--- src/rtl/bp_fe_pkg.sv ---
// Shared front-end types for the branch-predictor update path.
// The entry struct is provided as a macro so each instance can size it to its own BHT index width.
`ifndef BP_FE_PKG_SV
`define BP_FE_PKG_SV

`define BP_FE_BP_UPD_ENTRY_S(idx_width_mp) \
    struct packed { logic [idx_width_mp-1:0] idx; logic taken; }

package bp_fe_pkg;

    localparam int bht_idx_width_gp = 9;

    typedef `BP_FE_BP_UPD_ENTRY_S(bht_idx_width_gp) bp_fe_bp_upd_entry_s;

    function automatic logic dir_mismatch(input logic predicted, input logic actual);
        return predicted ^ actual;
    endfunction

endpackage

`endif

--- src/rtl/bp_fe_bp_upd_fifo.sv ---
// Circular in-order storage with synchronous write, combinational head read,
// and count-based full/empty; clear empties the queue by snapping rd_ptr to wr_ptr.
module bp_fe_bp_upd_fifo
    import bp_fe_pkg::*;
#(
    parameter int width_p     = 10,
    parameter int els_p       = 8,
    parameter int ptr_width_p = $clog2(els_p),
    parameter int cnt_width_p = $clog2(els_p + 1)
) (
    input  logic                   clk,
    input  logic                   rst,
    input  logic                   push,
    input  logic                   pop,
    input  logic                   clear,
    input  logic [width_p-1:0]     wdata,
    output logic [width_p-1:0]     head,
    output logic                   full,
    output logic                   empty,
    output logic [cnt_width_p-1:0] count
);

    localparam logic [cnt_width_p-1:0] cnt_full_lp = cnt_width_p'(els_p);
    localparam logic [cnt_width_p-1:0] cnt_one_lp  = cnt_width_p'(1'b1);
    localparam logic [ptr_width_p-1:0] ptr_one_lp  = ptr_width_p'(1'b1);

    logic [width_p-1:0]     mem_r [els_p];
    logic [ptr_width_p-1:0] rd_ptr_r;
    logic [ptr_width_p-1:0] wr_ptr_r;
    logic [cnt_width_p-1:0] count_r;

    assign head  = mem_r[rd_ptr_r];
    assign full  = (count_r == cnt_full_lp);
    assign empty = (count_r == {cnt_width_p{1'b0}});
    assign count = count_r;

    // Entry storage: written on push, intentionally not reset.
    always_ff @(posedge clk) begin
        if (push && !clear) begin
            mem_r[wr_ptr_r] <= wdata;
        end
    end

    // Pointers and occupancy; pointer wrap relies on els_p being a power of two.
    always_ff @(posedge clk or posedge rst) begin
        if (rst) begin
            rd_ptr_r <= {ptr_width_p{1'b0}};
            wr_ptr_r <= {ptr_width_p{1'b0}};
            count_r  <= {cnt_width_p{1'b0}};
        end else if (clear) begin
            rd_ptr_r <= wr_ptr_r;
            count_r  <= {cnt_width_p{1'b0}};
        end else begin
            if (push) begin
                wr_ptr_r <= wr_ptr_r + ptr_one_lp;
            end
            if (pop) begin
                rd_ptr_r <= rd_ptr_r + ptr_one_lp;
            end
            case ({push, pop})
                2'b10:   count_r <= count_r + cnt_one_lp;
                2'b01:   count_r <= count_r - cnt_one_lp;
                default: count_r <= count_r;
            endcase
        end
    end

endmodule

--- src/rtl/bp_fe_bp_update_queue.sv ---
// Tracks issued predictions in program order and turns each backend resolution
// into a registered predictor update; a mispredict or flush squashes younger entries.
module bp_fe_bp_update_queue
    import bp_fe_pkg::*;
#(
    parameter int  bht_idx_width_p = 9,
    parameter int  queue_els_p     = 8,
    localparam int ptr_width_lp    = $clog2(queue_els_p),
    localparam int cnt_width_lp    = $clog2(queue_els_p + 1)
) (
    input  logic                       clk_i,
    input  logic                       reset_i,
    input  logic                       pred_v_i,
    input  logic [bht_idx_width_p-1:0] pred_idx_i,
    input  logic                       pred_taken_i,
    output logic                       pred_ready_o,
    input  logic                       res_v_i,
    input  logic                       res_taken_i,
    input  logic                       flush_i,
    output logic                       w_v_o,
    output logic [bht_idx_width_p-1:0] idx_w_o,
    output logic                       correct_o,
    output logic                       mispredict_o,
    output logic [cnt_width_lp-1:0]    count_o,
    output logic                       underflow_o
);

    typedef `BP_FE_BP_UPD_ENTRY_S(bht_idx_width_p) upd_entry_s;
    localparam int entry_width_lp = $bits(upd_entry_s);

    upd_entry_s                  wr_entry_s;
    upd_entry_s                  head_entry_s;
    logic [entry_width_lp-1:0]   head_bits_s;
    logic                        full_s;
    logic                        empty_s;
    logic                        push_s;
    logic                        pop_s;
    logic                        miss_s;
    logic                        kill_s;

    logic                        w_v_r;
    logic [bht_idx_width_p-1:0]  idx_w_r;
    logic                        correct_r;
    logic                        mispredict_r;
    logic                        underflow_r;

    bp_fe_bp_upd_fifo #(
        .width_p     (entry_width_lp),
        .els_p       (queue_els_p),
        .ptr_width_p (ptr_width_lp),
        .cnt_width_p (cnt_width_lp)
    ) fifo (
        .clk   (clk_i),
        .rst   (reset_i),
        .push  (push_s),
        .pop   (pop_s),
        .clear (kill_s),
        .wdata (wr_entry_s),
        .head  (head_bits_s),
        .full  (full_s),
        .empty (empty_s),
        .count (count_o)
    );

    // Handshake decode; a same-cycle push never survives a kill since it is on the wrong path.
    always_comb begin
        wr_entry_s.idx   = pred_idx_i;
        wr_entry_s.taken = pred_taken_i;
        head_entry_s     = upd_entry_s'(head_bits_s);
        pop_s            = res_v_i & ~empty_s;
        miss_s           = pop_s & dir_mismatch(head_entry_s.taken, res_taken_i);
        kill_s           = flush_i | miss_s;
        push_s           = pred_v_i & ~full_s & ~kill_s;
    end

    // Registered predictor-update port; index and verdict hold between updates.
    always_ff @(posedge clk_i or posedge reset_i) begin
        if (reset_i) begin
            w_v_r        <= 1'b0;
            idx_w_r      <= {bht_idx_width_p{1'b0}};
            correct_r    <= 1'b0;
            mispredict_r <= 1'b0;
            underflow_r  <= 1'b0;
        end else begin
            w_v_r        <= pop_s;
            mispredict_r <= miss_s;
            underflow_r  <= res_v_i & empty_s;
            if (pop_s) begin
                idx_w_r   <= head_entry_s.idx;
                correct_r <= ~dir_mismatch(head_entry_s.taken, res_taken_i);
            end
        end
    end

    assign pred_ready_o = ~full_s;
    assign w_v_o        = w_v_r;
    assign idx_w_o      = idx_w_r;
    assign correct_o    = correct_r;
    assign mispredict_o = mispredict_r;
    assign underflow_o  = underflow_r;

endmodule

--- config.mk ---
export PLATFORM = sky130hd
export DESIGN_NAME = bp_fe_bp_update_queue
export DESIGN_NICKNAME = d
export VERILOG_FILES = /design/src/rtl/bp_fe_pkg.sv /design/src/rtl/bp_fe_bp_upd_fifo.sv /design/src/rtl/bp_fe_bp_update_queue.sv
export SDC_FILE = /design/constraint.sdc
export NUM_CORES = 1
export LEC_CHECK = 0
export CAP_MARGIN = 0
export CORE_MARGIN = 2
export CORE_UTILIZATION = 55
export CTS_BUF_LIST = sky130_fd_sc_hd__clkbuf_16
export DETAILED_ROUTE_END_ITERATION = 10
export PLACE_DENSITY_LB_ADDON = 0.1
export SKIP_LAST_GASP = 1
export SYNTH_ARGS = -nofsm -noshare
export SYNTH_HDL_FRONTEND = slang
export SYNTH_HIERARCHICAL = 1
export SYNTH_SLANG_ARGS = --single-unit
--- constraint.sdc ---
create_clock -name clk_i -period 4.6 [get_ports clk_i]
set_clock_uncertainty 0.2 [all_clocks]
set_input_delay 0.46 -clock clk_i [delete_from_list [all_inputs] [get_ports clk_i]]
set_output_delay 0.46 -clock clk_i [all_outputs]
set_load 0.02 [all_outputs]
==> flow_summary.toml <==
[run_status]
outcome = "finished clean"

[power_and_ir_drop]
clock_power_share = 0.247
power.net_switching_uw = 872.8
combinationalPowerShare = 0.334
total_leakage_power_nw = 1.846
power.share.sequential = 0.419
irDropWorstVdd_v = 0.0002854
sw_frac_of_total = 0.3000
pwr_density_cell_nw_per_um2 = 573.1
p_int_mw = 2.037

[critical_path]
cp_cell_sequence = "buf_4 > mux4_1 > mux2_2 > xnor2_1 > o211a_1 > nor2b_1 > nand2_1 > nor2_1 > buf_4"
worst_setup_path_start_kind = "register"
crit_path_end_kind = "register"
slowest_delay_ns = 0.55
critical_path.n_buffers_inverters = 2
critical-path-top-cell-by-count = "buf_4"
critical_path.top_delay_family = "simple AND/OR/NAND/NOR gates"
critPathSlowestCell = "mux4_1"
worstPathRequired_ns = 4.45
worst-endpoint-arrival_ns = 3.73
worst-path-max-fanout = 11
critical_path_class = "register to register"

[floorplanning]
top_level_ports = 34
rows = 32
core_um2 = 7647
die_area_um2 = 8566
dieHeight_um = 92.55
die_w_um = 92.55
start_util = 0.5640

[layout]
area.growth.synth_to_final_pct = 17.73
final_net_count = 295
antenna_cells_inserted = 0
end_of_flow_core_utilization = 0.6639
final_layout_size_suffix_gt1_frac = 0.1857
number_of_fill_cells = 526

[logic_synthesis]
count_of_flip_flops_with_a_built_in_enable_after_synthesis = 80
post-synth-top-area-fraction = 0.5570
synthesis.instances = 229
synth_top_cell_by_area = "edfxtp_1"
synth.ff_latch_count = 103
synthFlopType = "edfxtp_1"
ys_async_sr_fraction = 0.2233
syn_avg_cell_area_um2 = 18.83
synth.most_common_cell = "edfxtp_1"
synthTopCellsByCount = "80 x edfxtp_1, 23 x dfrtp_1, 20 x mux4_1, 14 x nor2_1, 12 x mux2_2"
synthesis.nets = 249
synth_area_leaders = "edfxtp_1 56%, dfrtp_1 13%, mux4_1 12%, mux2_4 3.1%, mux2_2 3.1%"
synth-seq-area-share = 0.6905
ys_warn_count = 6
netlist_area_um2 = 4313
synth.lib_cells_used.distinct = 38

[timing]
clock.fmax_ghz = 0.2583
setup-violations-final = 0
worstMarginPinSlew_ns = 0.8874
report.final.slew_viol_count = 0
finalSetupTns_ns = 0
setup_repair_after_global_routing_missed_its_margin = "false"
timing.final.crit_period_ns = 3.872
final_min_period_over_clock_period = 0.8417
post-route-worst-setup-slack_ns = 0.7283
holdWs_ns = 0.2542
hold_violation_count_in_the_final_report = 0
slew-limit-headroom = 0.4072

[placed_design]
gp_congestion = 0.7573
detailedPlacementHpwl_um = 4890
pre_cts_ws_ns = 0.7430
portBuffers = 33

[clock_network]
worst_setup_hold_path_clk_slew_ns = 0.07
clock_path_buffers = 2
post_cts.repair.setup_buffers = 0
tritoncts = "built"
numCtsBuffers = 9
cts_num_sinks = 103
clkLatencyLatePin_ns = 0.34
cts_max_level = 3
cts_resized = 0
cts_hold_buffers = 0
cts_root_buffer = "clkbuf_16"

[routing]
drt_pass1_iterations = 4
route.vias.total = 2174
post-route-drc-count = 0
routedWlPerCell_um = 18.89
detail_route.vias_per_cell = 5.691
initialDrtViolationCount = 198
route.antenna.remaining_nets = 0
wirelength_um = 7217

[global_route]
track_usage = 0.1876
first_global_vias = 2142
grt-ovfl-total = 0
number_of_antenna_violations_at_the_first_check_in_global_routing = 0
grt_max_degree = 24
grt_first_pass_wirelength_um = 11670

[worst_hold_path]
hold_crit_path_type = "primary input to async pin"

[flow_run]
cap_viol_max_count = 0
[stage by stage]
| stage | power, mW | instances | cell area, µm² |
|---|---|---|---|
| 4_1_cts | 2.943 | 382 | 5077 |
| 3_3_place_gp | 2.209 | 366 | 4791 |
| 2_1_floorplan | 1.934 | 229 | 4313 |
| 6_report | 2.910 | 382 | 5077 |
| 3_5_place_dp | 2.222 | 366 | 4791 |
| 5_1_grt | 3.078 | 382 | 5077 |
[cell type report]
cell class | instances | area, µm² | share of cell area
well taps | 102 | 127.6 | 0.02514
multi-input cells | 109 | 1236 | 0.2435
clock buffers | 9 | 225.2 | 0.04436
flip-flops and latches | 103 | 2978 | 0.5865
clock inverters | 7 | 61.31 | 0.01207
repair buffers | 45 | 420.4 | 0.08280
inverters | 7 | 28.78 | 0.005668
[worst paths after layout]
kind                                         startpoint                          to  slack, ns  depth (start not counted)
max reg2reg                fifo/rd_ptr_r[0]$_DFFE_PP0P_  fifo/mem_r[5][3]$_DFFE_PP_       0.73                          9
min reg2reg                      idx_w_o[2]$_DFFE_PP0P_      idx_w_o[2]$_DFFE_PP0P_       0.32                          1
max                        fifo/rd_ptr_r[0]$_DFFE_PP0P_  fifo/mem_r[5][3]$_DFFE_PP_       0.73                          9
min                                             reset_i   fifo/count[3]$_DFFE_PP0P_       0.25                          2
max in group asynchronous                       reset_i      idx_w_o[8]$_DFFE_PP0P_       3.64                          2
min in group clk_i               idx_w_o[2]$_DFFE_PP0P_      idx_w_o[2]$_DFFE_PP0P_       0.32                          1
[state kept, by name (all words and copies together) (netlist names)]
register,count
fifo/mem_r,80
underflow_o,1
fifo/rd_ptr_r,3
mispredict_o,1
w_v_o,1
fifo/count,4
correct_o,1
idx_w_o,9
fifo/wr_ptr_r,3
[worst reg2reg max path: cells and delay by family, from the launching register on]
kind | cells | cell delay (ns)
compound gates | 1 | 0.40
mux | 2 | 0.83
simple gates | 3 | 1.01
flops | 1 | 0.39
buf+inv | 2 | 0.46
xor+xnor | 1 | 0.30
[per-layer routing]
layer	GRT usage	part of all wire	vias to the layer above
li1	-	-	1007
met4	0.07090	0.015	0
met3	0.03255	0.044	9
met1	0.2716	0.47	1100
met5	0	0	-
met2	0.2901	0.47	58
[power groups by stage]
stage	clock network, mW	registers [mW]	logic [mW]
finish	0.717	1.22	0.973
global route	0.780	1.24	1.06
CTS	0.736	1.22	0.985
detailed placement	0	1.24	0.980
global placement	0	1.24	0.973
floorplan	0	1.29	0.642
[kinds of logic (layout without fill, tap and decap cells)]
family	Yosys count	in the layout	synth area share
flops	103	103	0.6905
mux	43	43	0.1891
simple gates	43	43	0.05077
buf+inv	17	68	0.02292
compound gates	12	12	0.02089
xor+xnor	7	7	0.01422
fa+ha+maj	4	4	0.01160
[cells in the final DEF (no fill, tap or decap), types with 6 or more instances in the layout]
| cell type | instances |
|---|---|
| buf_4 | 12 |
| clkbuf_16 | 9 |
| clkdlybuf4s50_1 | 33 |
| dfrtp_1 | 23 |
| edfxtp_1 | 80 |
| inv_1 | 6 |
| mux2_2 | 12 |
| mux2_4 | 9 |
| mux4_1 | 20 |
| nand2_1 | 8 |
| nor2_1 | 14 |
Note: power is estimated with default switching activity, not from simulation.
